**src/rtl/io_dmem_burst_reader_rr.sv**
```systemverilog
// io_dmem_burst_reader_rr: round-robin multi-channel burst reader in front of one DMem read port
//
// Ports:
//   clk, rst                 clock, synchronous active-low reset
//   req_read_addr/len/valid  per-channel burst request (start word address, length in words)
//   req_read_addr_ready      one-cycle accept pulse on the granted channel
//   resp_read_data/valid/last/ready  per-channel response beat stream
//   busy                     high from accept until the final beat is taken
//   dmem_addra/douta         DMem port A read path (1-cycle synchronous read)
//   dmem_dina/dmem_wea       tied off, the port is never written
module io_dmem_burst_reader_rr #(
    parameter int AWIDTH     = 14,
    parameter int DWIDTH     = 32,
    parameter int NUM_CH     = 2,
    parameter int IO_LATENCY = 10,
    parameter int LWIDTH     = 32
) (
    input  logic                     clk,
    input  logic                     rst,
    input  logic [NUM_CH*AWIDTH-1:0] req_read_addr,
    input  logic [NUM_CH*LWIDTH-1:0] req_read_len,
    input  logic [NUM_CH-1:0]        req_read_addr_valid,
    output logic [NUM_CH-1:0]        req_read_addr_ready,
    output logic [NUM_CH*DWIDTH-1:0] resp_read_data,
    output logic [NUM_CH-1:0]        resp_read_data_valid,
    output logic [NUM_CH-1:0]        resp_read_data_last,
    input  logic [NUM_CH-1:0]        resp_read_data_ready,
    output logic                     busy,
    output logic [AWIDTH-1:0]        dmem_addra,
    input  logic [DWIDTH-1:0]        dmem_douta,
    output logic [DWIDTH-1:0]        dmem_dina,
    output logic [3:0]               dmem_wea
);
    localparam int CW = NUM_CH > 1 ? $clog2(NUM_CH) : 1;
    localparam int WW = IO_LATENCY > 1 ? $clog2(IO_LATENCY) : 1;

    typedef enum logic [1:0] {IDLE, ACCEPT, WAIT, BURST} state_t;

    state_t              state_q, state_d;
    logic [CW-1:0]       g_q, g_d;
    logic [CW-1:0]       ptr_q, ptr_d;
    logic [CW-1:0]       pick;
    logic [CW-1:0]       nxt_ptr;
    logic [AWIDTH-1:0]   addr_q;
    logic [LWIDTH-1:0]   rem_q;
    logic [WW-1:0]       wcnt_q;
    logic                d_valid_q;
    logic                d_last_q;
    logic [DWIDTH-1:0]   fdata_q [4];
    logic [3:0]          flast_q;
    logic [1:0]          wp_q;
    logic [1:0]          rp_q;
    logic [2:0]          cnt_q;
    logic [AWIDTH-1:0]   acc_addr;
    logic [LWIDTH-1:0]   acc_len;
    logic                acc_fire;
    logic                head_valid;
    logic                head_last;
    logic                pop;
    logic                issue;

    assign acc_addr   = req_read_addr[g_q*AWIDTH +: AWIDTH];
    assign acc_len    = req_read_len[g_q*LWIDTH +: LWIDTH];
    assign acc_fire   = (state_q == ACCEPT) && req_read_addr_valid[g_q];
    assign head_valid = cnt_q != 3'd0;
    assign head_last  = flast_q[rp_q];
    assign pop        = head_valid && resp_read_data_ready[g_q];
    assign nxt_ptr    = (g_q == CW'(NUM_CH - 1)) ? '0 : g_q + CW'(1);
    // A read is only launched while the 4-entry buffer can still hold it
    // alongside the beat already coming out of the RAM, so stalls never drop data.
    assign issue      = (state_q == BURST) && (rem_q != '0) && ((cnt_q + 3'(d_valid_q)) < 3'd4);

    // Scan from the pointer upward; walking the offsets downward leaves the
    // nearest valid channel as the winner.
    always_comb begin
        pick = ptr_q;
        for (int i = NUM_CH - 1; i >= 0; i--) begin
            if (req_read_addr_valid[(int'(ptr_q) + i) % NUM_CH])
                pick = CW'((int'(ptr_q) + i) % NUM_CH);
        end
    end

    always_ff @(posedge clk) begin
        if (!rst) begin
            state_q <= IDLE;
            g_q     <= '0;
            ptr_q   <= '0;
        end else begin
            state_q <= state_d;
            g_q     <= g_d;
            ptr_q   <= ptr_d;
        end
    end

    always_comb begin
        state_d = state_q;
        g_d     = g_q;
        ptr_d   = ptr_q;
        case (state_q)
            IDLE: begin
                if (|req_read_addr_valid) begin
                    g_d     = pick;
                    state_d = ACCEPT;
                end
            end
            ACCEPT: begin
                if (!req_read_addr_valid[g_q]) begin
                    state_d = IDLE;
                end else if (acc_len == '0) begin
                    state_d = IDLE;
                    ptr_d   = nxt_ptr;
                end else begin
                    state_d = (IO_LATENCY == 0) ? BURST : WAIT;
                end
            end
            WAIT: begin
                if (wcnt_q == WW'(IO_LATENCY - 1))
                    state_d = BURST;
            end
            default: begin
                if (pop && head_last) begin
                    state_d = IDLE;
                    ptr_d   = nxt_ptr;
                end
            end
        endcase
    end

    always_comb begin
        req_read_addr_ready = '0;
        resp_read_data_valid = '0;
        resp_read_data_last  = '0;
        resp_read_data       = '0;
        req_read_addr_ready[g_q] = state_q == ACCEPT;
        resp_read_data_valid[g_q] = head_valid;
        resp_read_data_last[g_q]  = head_valid && head_last;
        resp_read_data[g_q*DWIDTH +: DWIDTH] = head_valid ? fdata_q[rp_q] : '0;
        busy       = (state_q == WAIT) || (state_q == BURST);
        dmem_addra = addr_q;
        dmem_dina  = '0;
        dmem_wea   = '0;
    end

    always_ff @(posedge clk) begin
        if (!rst) begin
            addr_q    <= '0;
            rem_q     <= '0;
            wcnt_q    <= '0;
            d_valid_q <= 1'b0;
            d_last_q  <= 1'b0;
            wp_q      <= '0;
            rp_q      <= '0;
            cnt_q     <= '0;
        end else begin
            if (acc_fire) begin
                addr_q <= acc_addr;
                rem_q  <= acc_len;
            end else if (issue) begin
                addr_q <= addr_q + AWIDTH'(1);
                rem_q  <= rem_q - LWIDTH'(1);
            end
            wcnt_q    <= (state_q == WAIT) ? wcnt_q + WW'(1) : '0;
            d_valid_q <= issue;
            d_last_q  <= issue && (rem_q == LWIDTH'(1));
            if (d_valid_q)
                wp_q <= wp_q + 2'd1;
            if (pop)
                rp_q <= rp_q + 2'd1;
            cnt_q <= cnt_q + 3'(d_valid_q) - 3'(pop);
        end
    end

    // RAM data lands one cycle after its address was issued.
    always_ff @(posedge clk) begin
        if (d_valid_q) begin
            fdata_q[wp_q] <= dmem_douta;
            flast_q[wp_q] <= d_last_q;
        end
    end
endmodule

```
**config.mk**
```make
export PLATFORM = sky130hd
export DESIGN_NAME = io_dmem_burst_reader_rr
export DESIGN_NICKNAME = d
export VERILOG_FILES = /design/src/rtl/io_dmem_burst_reader_rr.sv
export SDC_FILE = /design/constraint.sdc
export NUM_CORES = 1
export LEC_CHECK = 0
export ABC_AREA = 1
export BUFFER_PORTS_ARGS = -buffer_cell sky130_fd_sc_hd__buf_2
export CORE_UTILIZATION = 49
export CTS_CLUSTER_DIAMETER = 30
export DETAILED_ROUTE_END_ITERATION = 6
export PLACE_DENSITY = 0.74
export SLEW_MARGIN = 20
export SYNTH_ARGS = -nofsm -noshare
export SYNTH_HDL_FRONTEND = slang
export SYNTH_SLANG_ARGS = --single-unit
```
**constraint.sdc**
```tcl
create_clock -name clk -period 2.05 [get_ports clk]
set_clock_uncertainty 0.15 [all_clocks]
set_input_delay 0.1025 -clock clk [delete_from_list [all_inputs] [get_ports clk]]
set_output_delay 0.1025 -clock clk [all_outputs]
set_load 0.02 [all_outputs]
```
==> results.txt, run 1 <==
- Status: finished with violations
- The final reports fail on negative hold slack.
- Static timing analysis puts the maximum clock frequency at 503 MHz.
- Setup crit start: g_q$_SDFFE_PN0P_
- Counting flops and latches in the post-synthesis netlist gives 197.
- Critical path class: flip-flop to output pin
- For this run, the number of Yosys warnings is 0.
- Final setup fails: 0
- # clock sinks: 197
- For this run, the total global-route usage over all layers was measured as 0.237.
- Of the total power, the share spent switching nets is 0.434.
- The initialized floorplan defines 52 standard-cell rows.
* Post-layout min period: 1990 ps
* Multi-input logic area: 4320 µm²
* Initial antenna violation count: 0
- Sum of routed wire length over all layers: 26,100 µm
- Most frequent standard cell in the layout excluding fill and tap cells: sky130_fd_sc_hd__nand2_1
* Power Dens Cells: 1240 nW/µm²
* Synthesized area per cell: 8.05 µm²
- Summed over all cells, the static leakage comes to 6.14 nW.
- Wire length of the first global-routing pass: 40,900 µm
- In this run the standard cell core region covers 20,500 µm².
* Hold crit path type: input pin to flip-flop
- The synthesized netlist contains 38 unique library cells.
- Die height: 148 µm
- Gate count of the mapped netlist: 1,290
- The initial utilization of the core area, before any placement, comes to 0.506.
- Setup repair after global routing missed its margin: yes
- Top library cells by usage in the layout, fill and taps aside: 359 x sky130_fd_sc_hd__nand2_1, 179 x sky130_fd_sc_hd__buf_2, 177 x sky130_fd_sc_hd__nor2_1, 132 x sky130_fd_sc_hd__edfxtp_1, 122 x sky130_fd_sc_hd__inv_1
- IO Port Bufs: 214
- Number of DRC violations after detailed-routing iteration 0: 592
* Worst slack, placed: -8.51 ps
- Iteration count of the initial detailed-routing pass: 5
* Register area: 5270 µm²
- After clock tree synthesis, the clock-pin slew on the worst setup and hold paths is 90 ps.
- Number of fill cells: 1,659
* TritonCTS clock tree: done
* Register share of total power: 0.301
* Clock Latency Late Sink: 440 ps
- Post-Syn Area: 10,400 µm²
* Largest voltage drop on the vdd net: 0.706 mV
- Number of buffers on the longest clock path: 2
- STA classifies the critical path startpoint as a flip-flop.
- Once detailed placement completed, the half-perimeter wirelength came to 17,200 µm.
- Share of post-route cells with drive strength above 1: 0.222
- For this design the total switching power over the nets is 0.00724 W.
- STA classifies the critical path endpoint as an output pin.
- For this run, the number of standard cells in the final layout without fillers is 1,861.
- Of the synthesized area, sequential elements account for 0.507.
- I/O pin count: 251
* Gr ovfl total: 0
- Final-layout worst hold slack: -6.64 ps
* Total Nets Final: 1,721
- Counting the buffers created by CTS gives 17.
* Fraction of registers with async set or reset after synthesis: 0
* Maximum number of pins on one net before global-route repair: 65
- Routability-driven placement finished with a final weighted congestion of 0.897.
- H-tree levels: 4
- Logic gate share of total power: 0.495
- The detail route stage leaves a number of antenna-violating nets equal to 0.
- Max-slew violation total from the final report: 0
* Via/cell ratio: 5.04
- The startpoint identified for the worst hold timing path is req_read_len[9].
* Total number of vias: 9,372
- The internal power of the cells totals 0.00946 W.
- The number of antenna diodes in the final layout is 0.
- Critical path data required time: 1800 ps
- Setup slack on the critical path of the routed design comes to 63.4 ps.
- Clock tree root driver cell: sky130_fd_sc_hd__clkbuf_16
- Number of flops mapped to enable cells by yosys: 132
* Top FF cell, synth: sky130_fd_sc_hd__edfxtp_1
- Average wire length per cell after detail routing: 14.0 µm
- The floorplan step set the die width to 148 µm.
* CP max FO: 33
- Hold violation total from the final report: 1
* Final worst-path cycle share: 0.969
- Number of global-route vias before repair: 8,634
- Overall die area: 21,800 µm²
- Instance count after placement with tap cells included: 1,758
* Critical Path AT: 1730 ps
- In the routed design, unresolved DRC markers number 0.
- Compared with the post-synthesis result, the final layout area differs by 29.6%.
* Clock power share: 0.204
- Max-cap violations in this run came to 0.
* Reg-to-Reg Start: rem_q[9]$_SDFFE_PN0P_
-- through the flow --
stage | setup TNS [ps] | area [µm²] | util | total power (W) | hold WS (ps)
global route | -54.1 | 13500 | 0.656 | 0.0178 | 36.9
floorplan | 0 | 10500 | - | 0.0104 | 51.4
finish | 0 | 13500 | 0.656 | 0.0167 | -6.64
global placement | 0 | 11900 | 0.580 | 0.0126 | 166
CTS | 0 | 13200 | 0.643 | 0.0163 | 7.28
detailed placement | -8.51 | 11900 | 0.580 | 0.0127 | 167
-- power by group through the flow --
stage	Sequential [W]	Combinational [W]	Clock, W
final	0.00503	0.00826	0.00341
after global routing	0.00508	0.00915	0.00361
after CTS	0.00500	0.00782	0.00345
after detailed placement	0.00509	0.00762	0
after global placement	0.00508	0.00750	0
after floorplan	0.00508	0.00534	0
-- critical path: stages, from the launching register on --
cell	delay, ps
sky130_fd_sc_hd__dfxtp_4	410
sky130_fd_sc_hd__inv_4	60
sky130_fd_sc_hd__buf_12	150
sky130_fd_sc_hd__nor2_1	130
sky130_fd_sc_hd__inv_1	80
sky130_fd_sc_hd__buf_12	170
sky130_fd_sc_hd__nor2_2	140
sky130_fd_sc_hd__buf_4	150
-- registers in the layout (all words and copies together) (netlist names), 2 cells and up, named ones only --
register / cells
cnt_q: 3
dmem_addra: 14
fdata_q: 128
flast_q: 4
rem_q: 32
rp_q: 2
state_q: 2
wcnt_q: 4
wp_q: 2
-- cells in the mapped netlist, drive strengths merged (3+ instances only) --
library cell,count,area share
a21oi,89,0.043
o21bai,3,0.0022
clkinv,3,0.0012
dfxtp,65,0.13
nor2,198,0.072
nor3b,3,0.0022
nor3,6,0.0029
ha,13,0.016
o21ai,57,0.029
clkbuf,31,0.011
o211ai,5,0.0036
xnor2,11,0.0093
a21boi,4,0.0029
buf,64,0.040
inv,126,0.046
or2,13,0.0078
a32o,32,0.031
nand3b,4,0.0029
edfxtp,132,0.38
nand2,364,0.13
nand3,47,0.023
xor2,13,0.011
-- cells by family after synthesis --
family,after synthesis,synth area share
buf+inv,224,0.0981
simple gates,637,0.244
other cells,1,0.000361
compound gates,194,0.114
fa+ha+maj,13,0.0157
xor+xnor,24,0.0203
flops,197,0.507
-- per-layer routing --
metal | vias to the layer above | wire (µm) | part of all wire | GRT usage
li1 | 4700 | - | - | -
met1 | 4253 | 11000 | 0.42 | 0.294
met2 | 378 | 12900 | 0.50 | 0.414
met3 | 41 | 1630 | 0.063 | 0.0383
met4 | 0 | 543 | 0.021 | 0.0866
met5 | - | 0 | 0 | 0
-- worst paths after layout --
kind | slack (ps) | endpoint | cells after the start
worst min-delay path | -7 | rem_q[9]$_SDFFE_PN0P_ | 5
worst max register to register | 100 | rem_q[10]$_SDFFE_PN0P_ | 9
worst min register to register | 320 | wcnt_q[0]$_SDFF_PN0_ | 1
worst max-delay path | 60 | resp_read_data[53] | 7
-- cell type report --
class | count | area share
Clock buffer | 17 | 0.0316
Sequential cell | 197 | 0.392
Timing Repair Buffer | 329 | 0.179
Tap cell | 270 | 0.0251
Inverter | 129 | 0.0365
Multi-Input combinational cell | 904 | 0.321
Clock inverter | 15 | 0.0148
-- what timing repair did --
item | 4_1_cts | 5_1_grt
hold buffers | 64 | 0
endpoints found under the setup margin | 67 | 112
endpoints found under the hold margin | 146 | 0
cloned | 0 | 2
resized for setup | 4 | 88
pin swaps | 0 | 3
buffers inserted | 3 | 2
No activity file was read; power rests on OpenSTA's default activity.
==> inputs of run 2 (changes only) <==
Settings changed: RECOVER_POWER set to 25.
==> run 2 against run 1 <==
  * Cell area is 0.23% lower
  * Sequential power hardly changed
  * Fmax is 0.14% higher
  * Via count is 0.49% higher
  * Combinational power hardly changed
  * Critical endpoint unchanged
  * Cell count stayed put
  * The run still ends with negative hold slack left
  * Highest routed layer unchanged
  * Worst setup slack better by 2.9 ps
  * Clock power hardly changed
  * Register-to-register slack hardly changed
  * Largest power group unchanged
  * Wire length is 0.19% lower
  * Global-route usage stayed put
==> results.txt, run 2 (synthesis results as in run 1) <==
- Status: finished with violations
- The final reports fail on negative hold slack.
- The global routing usage summed across all routing layers came to 0.237 (unchanged).
- Logic gate share of total power: 0.495 (about the same)
* Total number of vias: 9,418 (+0.49%)
- Number of flip-flops in the largest register: 128 (unchanged)
* Number of DRC violations after detailed-routing iteration 0: 578 (-2.4%)
- The number of standard-cell rows in the floorplan is 52 (unchanged).
- Clock transition time at the flip-flop clock pins of the worst setup and hold paths: 80 ps (about the same)
- The total clock sinks came to 197 (unchanged).
- Power Dens Cells: 1240 nW/µm² (+0.23%)
- Critical path data required time: 1800 ps (about the same)
- The via count of the first global-routing pass was 8,634 (unchanged).
* Setup repair after global routing missed its margin: yes
- The combined area of the multi-input logic cells was 4320 µm² (unchanged).
- Ranked by flip-flop count, first place goes to fdata_q.
* Kind of start point of the critical path: flip-flop
- Core Box Area: 20,500 µm² (unchanged)
- The upper clock frequency limit came to 504 MHz (+0.14%).
- The clock latency on the worst-skew pair came to 440 ps (about the same).
- The total wire length after detailed routing was 26,100 µm (-0.19%).
* Psw: 0.00725 W (about the same)
* Slowest cell on the critical path: sky130_fd_sc_hd__dfxtp_4
- The number of nets in the layout is 1,721 (unchanged).
* Clock power share: 0.204 (about the same)
- Final setup fails: 0 (unchanged)
- The average routed wire per standard cell came to 14.0 µm (-0.19%).
- CP endpoint kind: output pin
* Count of buffering cells on the critical path with inverters included: 5 (unchanged)
- Overall die area: 21,800 µm² (unchanged)
* Register area: 5270 µm² (unchanged)
* Instance count after placement with tap cells included: 1,758 (unchanged)
- Crit-path max cell delay: 410 ps (about the same)
* Cells along the critical path: inv_4 -> buf_12 -> nor2_1 -> inv_1 -> buf_12 -> nor2_2 -> buf_4
* Iteration count of the initial detailed-routing pass: 5 (unchanged)
- Starting density of the core: 0.506 (unchanged)
- Residual DRC: 0 (unchanged)
- Leakage power: 6.07 nW (-1.1%)
* Max-cap violation count: 0 (unchanged)
- The final hold violation count came to 1 (unchanged).
- Maximum number of pins on one net before global-route repair: 65 (unchanged)
- The shortest clock period the worst path allows after layout was 1980 ps (-2.87 ps).
- The number of vias per cell was 5.06 (+0.49%).
* Max-slew violation total from the final report: 0 (unchanged)
* Hold crit path type: input pin to flip-flop
* Weighted congestion at the end of routability-driven global placement: 0.897 (unchanged)
- Leaving out fill and tap cells, the most frequent cell in the layout is sky130_fd_sc_hd__nand2_1.
* Share of post-route cells with drive strength above 1: 0.206 (-0.0157)
- Final worst-path cycle share: 0.968 (-0.00140)
* CP max FO: 33 (unchanged)
- The die extent in x is 148 µm (unchanged).
- Largest voltage drop on the vdd net: 0.707 mV (+0.15%)
* IO Port Bufs: 214 (unchanged)
- Most common cell type on the critical path: sky130_fd_sc_hd__buf_12
* Gr ovfl total: 0 (unchanged)
- The I/O pin total was 251 (unchanged).
- Sw frac: 0.434 (about the same)
- The critical path is of the flip-flop to output pin type.
- The sum of internal, switching and leakage power came to 0.0167 W (about the same).
- Remaining antenna violation count: 0 (unchanged)
- CTS Buf Count: 17 (unchanged)
- Initial antenna violation count: 0 (unchanged)
- Die height: 148 µm (unchanged)
* H-tree levels: 4 (unchanged)
- Register share of total power: 0.301 (about the same)
- Number of fill cells: 1,677 (+1.1%)
- Number of buffers on the longest clock path: 2 (unchanged)
- In the layout the commonest cells are 359 x sky130_fd_sc_hd__nand2_1, 177 x sky130_fd_sc_hd__nor2_1, 154 x sky130_fd_sc_hd__buf_2, 132 x sky130_fd_sc_hd__edfxtp_1, 122 x sky130_fd_sc_hd__inv_1.
- Wire length of the first global-routing pass: 40,900 µm (unchanged)
* Cell family contributing the most delay on the critical path: buffers and inverters
- The area growth from synthesis to layout is 29.3%.
- The root buffer cell chosen for the clock tree is sky130_fd_sc_hd__clkbuf_16.
* Final std cells w/o fill: 1,861 (unchanged)
- TritonCTS clock tree: done
- Critical Path AT: 1730 ps (about the same)
- The count of antenna diodes in the layout is 0 (unchanged).
- Final HPWL DP: 17,200 µm (unchanged)
- Final-layout worst hold slack: -4.69 ps (+1.95 ps)
- The internal power component was 0.00945 W (about the same).
-- run 2: worst reg2reg max path, cell delays in order (launching register included) --
cell and delay, ps:
sky130_fd_sc_hd__dfxtp_1 370, sky130_fd_sc_hd__nor2_2 140, sky130_fd_sc_hd__nand2_1 110, sky130_fd_sc_hd__nor2_2 180
sky130_fd_sc_hd__nand3_2 120, sky130_fd_sc_hd__o21ai_4 250, sky130_fd_sc_hd__inv_2 90, sky130_fd_sc_hd__buf_12 160
sky130_fd_sc_hd__a21oi_1 170, sky130_fd_sc_hd__a21oi_1 90
-- run 2: timing repair --
action,4_1_cts,5_1_grt
setup buffers,3,2
pin swaps,0,3
gates cloned,0,2
hold buffers,64,0
endpoints found under the hold margin,146,0
gates resized for setup,4,88
endpoints found under the setup margin,67,112
-- run 2: power by group through the flow --
stage                     Sequential, W  Clock (W)  Combinational [W]
after floorplan                 0.00508          0            0.00534
after global placement          0.00508          0            0.00750
after detailed placement        0.00509          0            0.00762
after CTS                       0.00500    0.00345            0.00782
after global routing            0.00508    0.00361            0.00914
final                           0.00502    0.00341            0.00826
-- run 2: per-stage QoR --
step | setup slack (ps) | setup TNS [ps] | hold WS, ps | cell area [µm²] | util
after floorplan | 16.1 | 0 | 51.4 | 10500 | -
after global placement | 6.76 | 0 | 166 | 11900 | 0.580
after detailed placement | -8.51 | -8.51 | 167 | 11900 | 0.580
after CTS | 17.9 | 0 | 7.28 | 13200 | 0.643
after global routing | -14.0 | -54.1 | 36.9 | 13400 | 0.655
final | 66.3 | 0 | -4.69 | 13400 | 0.655
-- run 2: cell type report --
cell class,instances,area share
Clock buffer,17,0.0317
Multi-Input combinational cell,904,0.322
Sequential cell,197,0.393
Timing Repair Buffer,329,0.177
Clock inverter,15,0.0148
Inverter,129,0.0365
Tap cell,270,0.0252
-- run 2: layer usage --
| layer | vias to the layer above | share of wire | GRT usage |
|---|---|---|---|
| met5 | - | 0 | 0 |
| met4 | 0 | 0.023 | 0.0866 |
| li1 | 4702 | - | - |
| met2 | 356 | 0.50 | 0.414 |
| met1 | 4311 | 0.42 | 0.294 |
| met3 | 49 | 0.059 | 0.0383 |
-- run 2: final timing paths --
kind,from,to,slack [ps],cells after the start
hold reg to reg,wcnt_q[0]$_SDFF_PN0_,wcnt_q[0]$_SDFF_PN0_,320,1
setup / recovery,g_q$_SDFFE_PN0P_,resp_read_data[53],70,7
setup reg to reg,rem_q[9]$_SDFFE_PN0P_,rem_q[10]$_SDFFE_PN0P_,110,9
hold / removal,req_read_len[9],rem_q[9]$_SDFFE_PN0P_,-5,5
==> inputs of run 3 (changes only) <==
Settings changed: CORE_ASPECT_RATIO set to 0.7.
==> run 3 against run 2 <==
  * The flow finishes with violations (negative setup slack)
  * Worst setup slack worse by 74 ps
  * Clock power is 1% lower
  * Register-to-register slack hardly changed
  * Sequential power hardly changed
  * Worst hold slack better by 24 ps
  * Combinational power is 18% higher
  * Non-clock buffer count is 18 higher
  * Flip-flop and latch count stayed put
  * Via count is 2.6% higher
  * Critical path type unchanged
==> results.txt, run 3 (synthesis results as in run 1) <==
- The run finished, with violations left.
- The final reports fail on negative setup slack.
- The depth of the worst register-to-register path came to 12 (+3).
* Critical path class: flip-flop to output pin
- The count of unresolved DRC violations after routing was 0 (unchanged).
- The remaining number of nets flagged by the antenna check after routing came to 0 (unchanged).
- Kind of start point of the critical path: flip-flop
- Core Box Area: 20,800 µm² (+1.3%)
- The die extent in x came to 176 µm (+19%).
- The max capacitance violation total came to 0 (unchanged).
- Reg with most FFs: fdata_q
- Gr ovfl total: 0 (unchanged)
* Weighted congestion at the end of routability-driven global placement: 0.896 (-0.17%)
- CTS Buf Count: 17 (unchanged)
* GRT Util Overall: 0.240 (+0.00376)
- Clock tree root driver cell: sky130_fd_sc_hd__clkbuf_16
* Clock Latency Late Sink: 440 ps (about the same)
- Power Dens Cells: 1300 nW/µm² (+4.8%)
* Worst hold path depth: 7 (+2)
- Total Nets Final: 1,739 (+1.0%)
- The share of the core filled with cells in the final layout was 0.671 (+0.0157).
* Number of global-route vias before repair: 8,356 (-3.2%)
- The shortest clock period the worst path allows after layout was 2060 ps (+74.1 ps).
- H-tree levels: 4 (unchanged)
- Starting density of the core: 0.500 (-0.00635)
- CP max FO: 17 (-48%)
* Total number of vias: 9,659 (+2.6%)
- The cell leakage power is 6.23 nW (+2.6%).
* Top library cells by usage in the layout, fill and taps aside: 358 x sky130_fd_sc_hd__nand2_1, 152 x sky130_fd_sc_hd__nor2_1, 135 x sky130_fd_sc_hd__buf_2, 132 x sky130_fd_sc_hd__edfxtp_1, 120 x sky130_fd_sc_hd__inv_1
* Final worst-path cycle share: 1.00 (+0.0361)
- The final hold violation count is 0 (-1).
- The cell area reported after detailed placement was 11,900 µm² (+0.46%).
- Via/cell ratio: 5.12 (+1.3%)
- Worst slack, placed: -69.5 ps (-61.0 ps)
* Critical Path AT: 1810 ps (+80 ps)
* Clock transition time at the flip-flop clock pins of the worst setup and hold paths: 80 ps (about the same)
- Final std cells w/o fill: 1,885 (+1.3%)
* Max-slew violation total from the final report: 0 (unchanged)
- Setup repair after global routing missed its margin: yes
- The final design area excluding fillers came to 13,900 µm² (+3.7%).
* Capturing instance or port of the critical path: resp_read_data[16]
* Number of cell rows: 44 (-15%)
- The total wire length after detailed routing is 29,000 µm (+11%).
* Most frequent standard cell in the layout excluding fill and tap cells: sky130_fd_sc_hd__nand2_1
* Critical path data required time: 1800 ps (about the same)
- Final setup fails: 1 (+1)
- Iteration count of the initial detailed-routing pass: 5 (unchanged)
- TritonCTS clock tree: done
- In this run the worst hold path is classified as input pin to flip-flop.
- The number of antenna violations at the first check in global routing is 0 (unchanged).
- The number of cells after detailed placement came to 1,770 (+0.68%).
- I/O pin count: 251 (unchanged)
- In this run the critical register-to-register path is launched from g_q$_SDFFE_PN0P_.
- Measured against its own limit, the worst slew margin works out to 0.634.
- The number of violations reported at the end of detailed-routing iteration 0 came to 841 (+46%).
- Antenna diodes: 0 (unchanged)
- The share of cells above drive strength 1 was 0.234 (+0.0281).
- The worst setup path is captured at an output pin.
* # clock sinks: 197 (unchanged)
* Total negative setup slack: -7.77 ps (-7.77 ps)
* Maximum number of pins on one net before global-route repair: 59 (-9.2%)
* Maximum operating frequency: 486 MHz (-3.6%)
- The maximum buffer depth of the clock tree is 2 (unchanged).
- The worst-case setup margin in the final layout is -7.77 ps (-74.1 ps).
* Number of flip-flops in the largest register: 128 (unchanged)
- The area of the die came to 21,800 µm² (about the same).
* Slew at the pin closest to its max-slew limit: 544 ps
* Largest voltage drop on the vdd net: 0.706 mV (-0.23%)
- Wire length of the first global-routing pass: 41,100 µm (+0.42%)
- Average wire length per cell after detail routing: 15.4 µm (+9.9%)
* Layout overhead on the synthesized area: 34.1%
- IO Port Bufs: 214 (unchanged)
- The post-DP HPWL was 17,500 µm (+2.0%).
- Die height: 124 µm (-16%)
- The worst register-to-register path ends at state_q[1]$_SDFFE_PN0P_.
- Setup crit start: g_q$_SDFFE_PN0P_
- Register-to-register setup slack: 120 ps (about the same)
-- run 3: cell types whose count changed in the layout (fill, tap and decap cells not counted), sizes merged --
cell and delta:
buf +15, inv -7, clkinv +5, clkbuf +4
clkinvlp +1
-- run 3: area by class of cell --
class                      count  area (µm²)
fill                        1659        6840
sequential                   197        5280
multi-input combinational    904        4410
timing repair buffer         347        2780
inverter                     129         505
clock buffer                  18         429
tap                          276         345
clock inverter                14         173
-- run 3: through the flow --
| step | hold slack [ps] | power (W) |
|---|---|---|
| after floorplan | 51.4 | 0.0104 |
| after global placement | 167 | 0.0127 |
| after detailed placement | 170 | 0.0128 |
| after CTS | 0.0264 | 0.0164 |
| after global routing | 36.7 | 0.0193 |
| final | 19.4 | 0.0181 |
-- run 3: layer usage --
metal,vias up,share of wire,track usage
met5,-,0,0
met4,0,0.011,0.0620
met3,30,0.071,0.0388
met2,404,0.47,0.394
met1,4480,0.45,0.334
li1,4745,-,-
-- run 3: power breakdown --
group | internal [W] | total, W | switching, W
logic | 0.00393 | 0.00975 | 0.00582
clock network | 0.00166 | 0.00337 | 0.00171
registers | 0.00463 | 0.00503 | 0.000393
total | 0.0102 | 0.0181 | 0.00792
-- run 3: repair_timing --
action | 4_1_cts | 5_1_grt
setup endpoints to repair | 68 | 103
hold endpoints to repair | 145 | 0
gates cloned | 0 | 11
hold buffers | 64 | 0
resized for setup | 20 | 156
pin swaps | 0 | 2
setup buffers | 0 | 8
-- run 3: worst max-delay path, cell delays in order (launching register included) --
cell and delay (ps):
sky130_fd_sc_hd__dfxtp_4 380, sky130_fd_sc_hd__buf_4 150, sky130_fd_sc_hd__buf_6 150, sky130_fd_sc_hd__nor2_4 140, sky130_fd_sc_hd__inv_4 80, sky130_fd_sc_hd__buf_12 170
sky130_fd_sc_hd__nor2_2 150, sky130_fd_sc_hd__buf_6 130
-- run 3: worst min path at each step --
stage,startpoint,to
after global routing,req_read_len[29],rem_q[29]$_SDFFE_PN0P_
after floorplan,dmem_douta[0],fdata_q[0][0]$_DFFE_PP_
final,req_read_addr[8],dmem_addra[8]$_SDFFE_PN0P_
after CTS,req_read_addr[8],dmem_addra[8]$_SDFFE_PN0P_
after detailed placement,dmem_douta[26],fdata_q[1][26]$_DFFE_PP_
after global placement,dmem_douta[28],fdata_q[0][28]$_DFFE_PP_
